`src/rtl/piso_tx.sv`:
```
// Parallel-in serial-out transmitter: accepts a WIDTH-bit word with a valid/ready
// handshake and shifts it out one bit per clock, with back-to-back frame support.
module piso_tx #(
  parameter int WIDTH     = 4,
  parameter bit MSB_FIRST = 1'b0
) (
  input  logic             clk,
  input  logic             rst,
  input  logic [WIDTH-1:0] load_data,
  input  logic             load_valid,
  output logic             load_ready,
  output logic             sdo,
  output logic             sdo_valid,
  output logic             busy,
  output logic             done
);

  localparam int            CW   = $clog2(WIDTH);
  localparam logic [CW-1:0] LAST = CW'(WIDTH - 1);

  typedef enum logic {IDLE, SHIFT} state_t;

  state_t           r_state, w_state_next;
  logic [CW-1:0]    r_cnt, w_cnt_next;
  logic [WIDTH-1:0] r_shreg, w_shreg_next;
  logic             r_sdo, w_sdo_next;
  logic             r_sdo_valid, w_sdo_valid_next;

  logic             w_last;
  logic             w_accept;
  logic             w_first_bit;
  logic             w_next_bit;
  logic [WIDTH-1:0] w_load_rest;
  logic [WIDTH-1:0] w_shreg_shifted;

  // The first bit leaves straight from load_data; the shift register keeps only the rest.
  generate
    if (MSB_FIRST) begin : g_msb_first
      assign w_first_bit     = load_data[WIDTH-1];
      assign w_load_rest     = load_data << 1;
      assign w_next_bit      = r_shreg[WIDTH-1];
      assign w_shreg_shifted = r_shreg << 1;
    end else begin : g_lsb_first
      assign w_first_bit     = load_data[0];
      assign w_load_rest     = load_data >> 1;
      assign w_next_bit      = r_shreg[0];
      assign w_shreg_shifted = r_shreg >> 1;
    end
  endgenerate

  assign w_last     = (r_state == SHIFT) && (r_cnt == LAST);
  assign load_ready = !rst && ((r_state == IDLE) || w_last);
  assign w_accept   = load_valid && load_ready;

  assign sdo       = r_sdo;
  assign sdo_valid = r_sdo_valid;
  assign busy      = r_sdo_valid;
  assign done      = r_sdo_valid && (r_cnt == LAST);

  always_ff @(posedge clk) begin
    if (rst) begin
      r_state     <= IDLE;
      r_cnt       <= '0;
      r_shreg     <= '0;
      r_sdo       <= 1'b0;
      r_sdo_valid <= 1'b0;
    end else begin
      r_state     <= w_state_next;
      r_cnt       <= w_cnt_next;
      r_shreg     <= w_shreg_next;
      r_sdo       <= w_sdo_next;
      r_sdo_valid <= w_sdo_valid_next;
    end
  end

  always_comb begin
    w_state_next     = r_state;
    w_cnt_next       = r_cnt;
    w_shreg_next     = r_shreg;
    w_sdo_next       = r_sdo;
    w_sdo_valid_next = r_sdo_valid;
    if (w_accept) begin
      // Acceptance in the last-bit cycle chains the next frame with no gap.
      w_state_next     = SHIFT;
      w_cnt_next       = '0;
      w_shreg_next     = w_load_rest;
      w_sdo_next       = w_first_bit;
      w_sdo_valid_next = 1'b1;
    end else if (r_state == SHIFT) begin
      if (w_last) begin
        w_state_next     = IDLE;
        w_cnt_next       = '0;
        w_shreg_next     = '0;
        w_sdo_next       = 1'b0;
        w_sdo_valid_next = 1'b0;
      end else begin
        w_cnt_next       = r_cnt + CW'(1);
        w_shreg_next     = w_shreg_shifted;
        w_sdo_next       = w_next_bit;
        w_sdo_valid_next = 1'b1;
      end
    end
  end

endmodule

```
`config.mk`:
```
export PLATFORM = sky130hd
export DESIGN_NAME = piso_tx
export DESIGN_NICKNAME = d
export VERILOG_FILES = /design/src/rtl/piso_tx.sv
export SDC_FILE = /design/constraint.sdc
export NUM_CORES = 1
export LEC_CHECK = 0
export ABC_AREA = 1
export ABC_CLOCK_PERIOD_IN_PS = 1400
export CAP_MARGIN = 10
export CORE_AREA = 5 5 42 44
export DETAILED_ROUTE_END_ITERATION = 12
export DIE_AREA = 0 0 47 49
export GPL_TIMING_DRIVEN = 0
export PLACE_DENSITY = 0.52
export SYNTH_ARGS = -nofsm -noshare
export SYNTH_HDL_FRONTEND = slang
export SYNTH_SLANG_ARGS = --single-unit
export TNS_END_PERCENT = 5
```
`constraint.sdc`:
```
create_clock -name clk -period 1.4 [get_ports clk]
set_input_delay 0.21 -clock clk [delete_from_list [all_inputs] [get_ports clk]]
set_output_delay 0.21 -clock clk [all_outputs]
set_load 0.01 [all_outputs]
```
* Word-level counts from Yosys, hierarchy flattened
Index checks and enable logic that the tools add are counted.
Storage, ports and cells: bits in registers 8, input bits 7, output and inout bits 5, logic and storage cells 28
Operators by class: $add $sub $neg 1, eq/ne operators 1, mux-type cells 12, bitwise logic cells 1, reductions and logical operators 8
Operator list (count):
- 1-bit 2-to-1 mux | 8
- 3-bit 2-to-1 mux | 2
- 1-bit logical AND | 4
- 2-bit 2-to-1 mux | 2
- 2-bit by 1-bit adder with 2-bit output, second input constant | 1
- 2-bit equality test, second input constant | 1
- 2-bit nonzero test | 1
- 2-bit OR reduction | 1
- 1-bit logical NOT | 1
- 1-bit logical OR | 1
- 1-bit inverter | 1

* Logic depth before layout (Yosys ltp)
depth after elaboration 6, depth in mapped cells 8, depth with buffers taken out 8

* Least setup slack after synthesis
No wires, ideal clock.
path kind register to output, from register r_cnt[0], to output load_ready, arrival 0.895 ns, path slack 0.295 ns, stages on the path, launching flop included 6, path buffers 0, cells stage by stage dfxtp_1 > ha_1 > inv_1 > nand2_2 > inv_1 > nor2_1
Between the ends: cells in the longest elaborated chain, start to end 4
Ends and longest elaborated chain:
- from (decl) | line 24 | logic [CW-1:0] r_cnt, w_cnt_next;
- from (signal assigned) | line 69 | r_cnt <= w_cnt_next;
- 2-bit equality test | line 51 | assign w_last = (r_state == SHIFT) && (r_cnt == LAST);
- 1-bit logical AND | line 51
- 1-bit logical OR | line 52 | assign load_ready = !rst && ((r_state == IDLE) || w_last);
- 1-bit logical AND | line 52
- to (decl) | line 11 | output logic load_ready,
Every way passes these cells.

* Worst setup path in the final report
from register r_sdo_valid, in the netlist busy, to output busy
RTL lines:
- from (decl) | line 27 | logic r_sdo_valid, w_sdo_valid_next;
- from (signal assigned) | line 72 | r_sdo_valid <= w_sdo_valid_next;
- to (decl) | line 14 | output logic busy,
No word-level cell between the ends.

==> results.cfg <==
[flow_run]
drv_cap = 0

[power_and_ir_drop]
p_per_area_nw_per_um2 = 932.1
peakVddDrop_v = 0.0006305
power.leakage_nw = 0.2648
power_mw = 0.5342

[global_route]
grt_overflow_total = 0
grt_pass1_vias = 312
grt_max_degree = 9
grt_pass1_wl_um = 1352
grt_util_all_layers_pct = 7.904
antenna_found_initial = 0

[placement]
place_congestion = 0.7037
hpwl_um = 584.8
postPlaceCellArea_sq_um = 520.5
numPortBuffers = 10

[sta]
hold_viol = 0
slew_headroom_pct = 83.71
finalCritPeriodShare_pct = 95.75
slew_violations = 0
setup_violations = 0
setup_tns_ps = 0
holdWs_ps = 154.8
worst_pin_slew_ps = 243.6
fmaxAchievable_mhz = 746.0
skew_ps = 1.983
period_minus_slack_ps = 1341
rsz0062_at_grt = false

[worst_setup_path]
cp.arrival_ps = 1130
crit_path_end_kind = output pin
critPathMaxStageDelay_ps = 540
r2r_start = r_cnt[0]
cp_num_cells = 1
cp_cell_sequence = clkdlybuf4s50_1
startpoint_type = flop
criticalPathCategory = flop to output pin
startpoint = busy
crit_slowest_cell = clkdlybuf4s50_1
critical-path-top-delay-family = buffers and inverters
cp_max_fo = 4
endpoint = busy
regToRegSetupSlack_ps = 220
regToRegEndpoint = sdo
worst-path-buf-inv = 1
cp.required_ps = 1190
reg2reg_depth = 9

[status]
outcome = finished, final reports clean

[drt]
via_per_inst = 4.176
drt_iter0_drc = 0
wl_um = 771
drc_errors = 0
first_pass_iters = 1
post_drt_wl_per_cell_um = 9.071
final_antenna_net_count = 0
vias = 355

[yosys]
synthFlopType = dfxtp_1
synth_nets = 62
ys_seq_elements = 8
netlist_instances = 54
synthArstFlopShare_pct = 0
yosysTopAreaCellShare_pct = 40.00
yosysMostFrequentCell = nor2_1
syn_area_per_cell_sq_um = 7.415
synth_seq_area_share_pct = 40.00
netlist_area_sq_um = 400.4
synth_edf_count = 0
synth_area_leaders = dfxtp_1 (40%), nor2_1 (9.4%), nand2_1 (8.4%)
ys_types = 18
synth_top_cell_by_area = dfxtp_1
yosysWarnings = 0
yosys-top-cells-count = nor2_1 (10), nand2_1 (9), dfxtp_1 (8), inv_1 (8), nand4_1 (3)

[min_path]
worstHoldStart = rst
hold_path.class = input port to flop

[floorplanning]
dieArea_sq_um = 2303
rows = 14
fp.dieW_um = 47
floorplan.initialDensity_pct = 28.57
core_sq_um = 1401
io_pins = 12
die_h_um = 49

[layout]
fin_area_sq_um = 573.1
nFillCells = 158
areaGrowthSynthToFinish_pct = 43.13
fin_nets = 79
n_antenna_cell = 0
drive_gt1_share_pct = 31.88

[clock_network]
cts_tree = built
numCtsBuffers = 3
clk_pin_slew_worst_paths_ps = 50
clock_latency_ps = 250
cts.sinks = 8
cts-root-buf = clkbuf_4
clk_path_buf_depth = 2
htreeDepth = 1
[routing by layer]
layer  part of all wire, %  global-route usage [%]  vias to the layer above
li1                      -                       -                      200
met1                    48                   10.84                      144
met2                    43                   10.63                        9
met3                   8.2                   4.797                        2
met4                   1.0                   1.382                        0
met5                     0                       0                        -
[state kept, by name, indices dropped and copies added, names as in the netlist]
signal,flops
r_shreg,3
r_cnt,2
busy,1
r_state,1
sdo,1
[logic make-up (layout without fill, tap and decap cells)]
group / after synthesis / after routing / synth area share (%)
AOI/OAI and AO/OA: 4 / 4 / 5.937
adders and majority gates: 1 / 1 / 3.125
buffers and inverters: 12 / 27 / 14.06
DFF: 8 / 8 / 40.00
muxes: 1 / 1 / 2.500
and+or+nand+nor: 28 / 28 / 34.37
[layout by cell type, fill, tap and decap left out]
cell type        synthesis  routed
nor2_1                  10      10
nand2_1                  9       9
clkdlybuf4s50_1          0       7
inv_1                    8       6
dfxtp_1                  8       5
buf_4                    1       4
inv_2                    2       3
nand4_1                  3       3
dfxtp_2                  0       3
clkbuf_4                 0       3
a21oi_1                  2       2
buf_6                    1       1
nand2_4                  0       1
inv_4                    0       1
nand3_4                  1       1
nand2_2                  2       1
a31o_2                   1       1
o21ai_0                  1       1
and3_2                   1       1
mux2i_1                  1       1
nor3_1                   1       1
nand3_1                  1       1
ha_4                     0       1
dlygate4sd2_1            0       1
buf_2                    0       1
[power by group]
part / total (mW) / internal (mW) / switching, mW / leakage, nW
Combinational: 0.107 / 0.0583 / 0.0484 / 0.184
Clock: 0.172 / 0.0978 / 0.0739 / 0.0138
Sequential: 0.256 / 0.243 / 0.0124 / 0.0667
Total: 0.534 / 0.399 / 0.135 / 0.265
[per-stage QoR]
stage                     instances  setup WS, ps  util, %
after global routing             85         2.767    40.89
final                            85         59.44    40.89
after global placement           80        -239.3    37.14
after detailed placement         80        -243.9    37.14
after floorplan                  54         295.4        -
after CTS                        83         9.106    39.02
[worst min path at each step]
stage / to / slack [ps] / depth (start not counted)
after floorplan: r_shreg[2] / 350 / 2
after global placement: r_shreg[2] / 420 / 2
after detailed placement: r_shreg[2] / 410 / 2
after CTS: r_shreg[2] / 150 / 2
after global routing: sdo / 150 / 2
final: r_shreg[2] / 150 / 2
[what timing repair did]
item / 4_1_cts / 5_1_grt
resized for setup: 13 / 2
buffers inserted: 0 / 2
hold buffers: 0 / 0
setup endpoints to repair: 3 / 2
[layout make-up]
type | count | area, sq um | share of cell area (%)
Buffer | 2 | 18.77 | 3.275
Clock buffer | 3 | 22.52 | 3.930
Inverter | 10 | 40.04 | 6.987
Multi-Input combinational cell | 34 | 201.4 | 35.15
Sequential cell | 8 | 163.9 | 28.60
Tap cell | 16 | 20.02 | 3.493
Timing Repair Buffer | 12 | 106.4 | 18.56
Power figures use the tool's default switching activity.
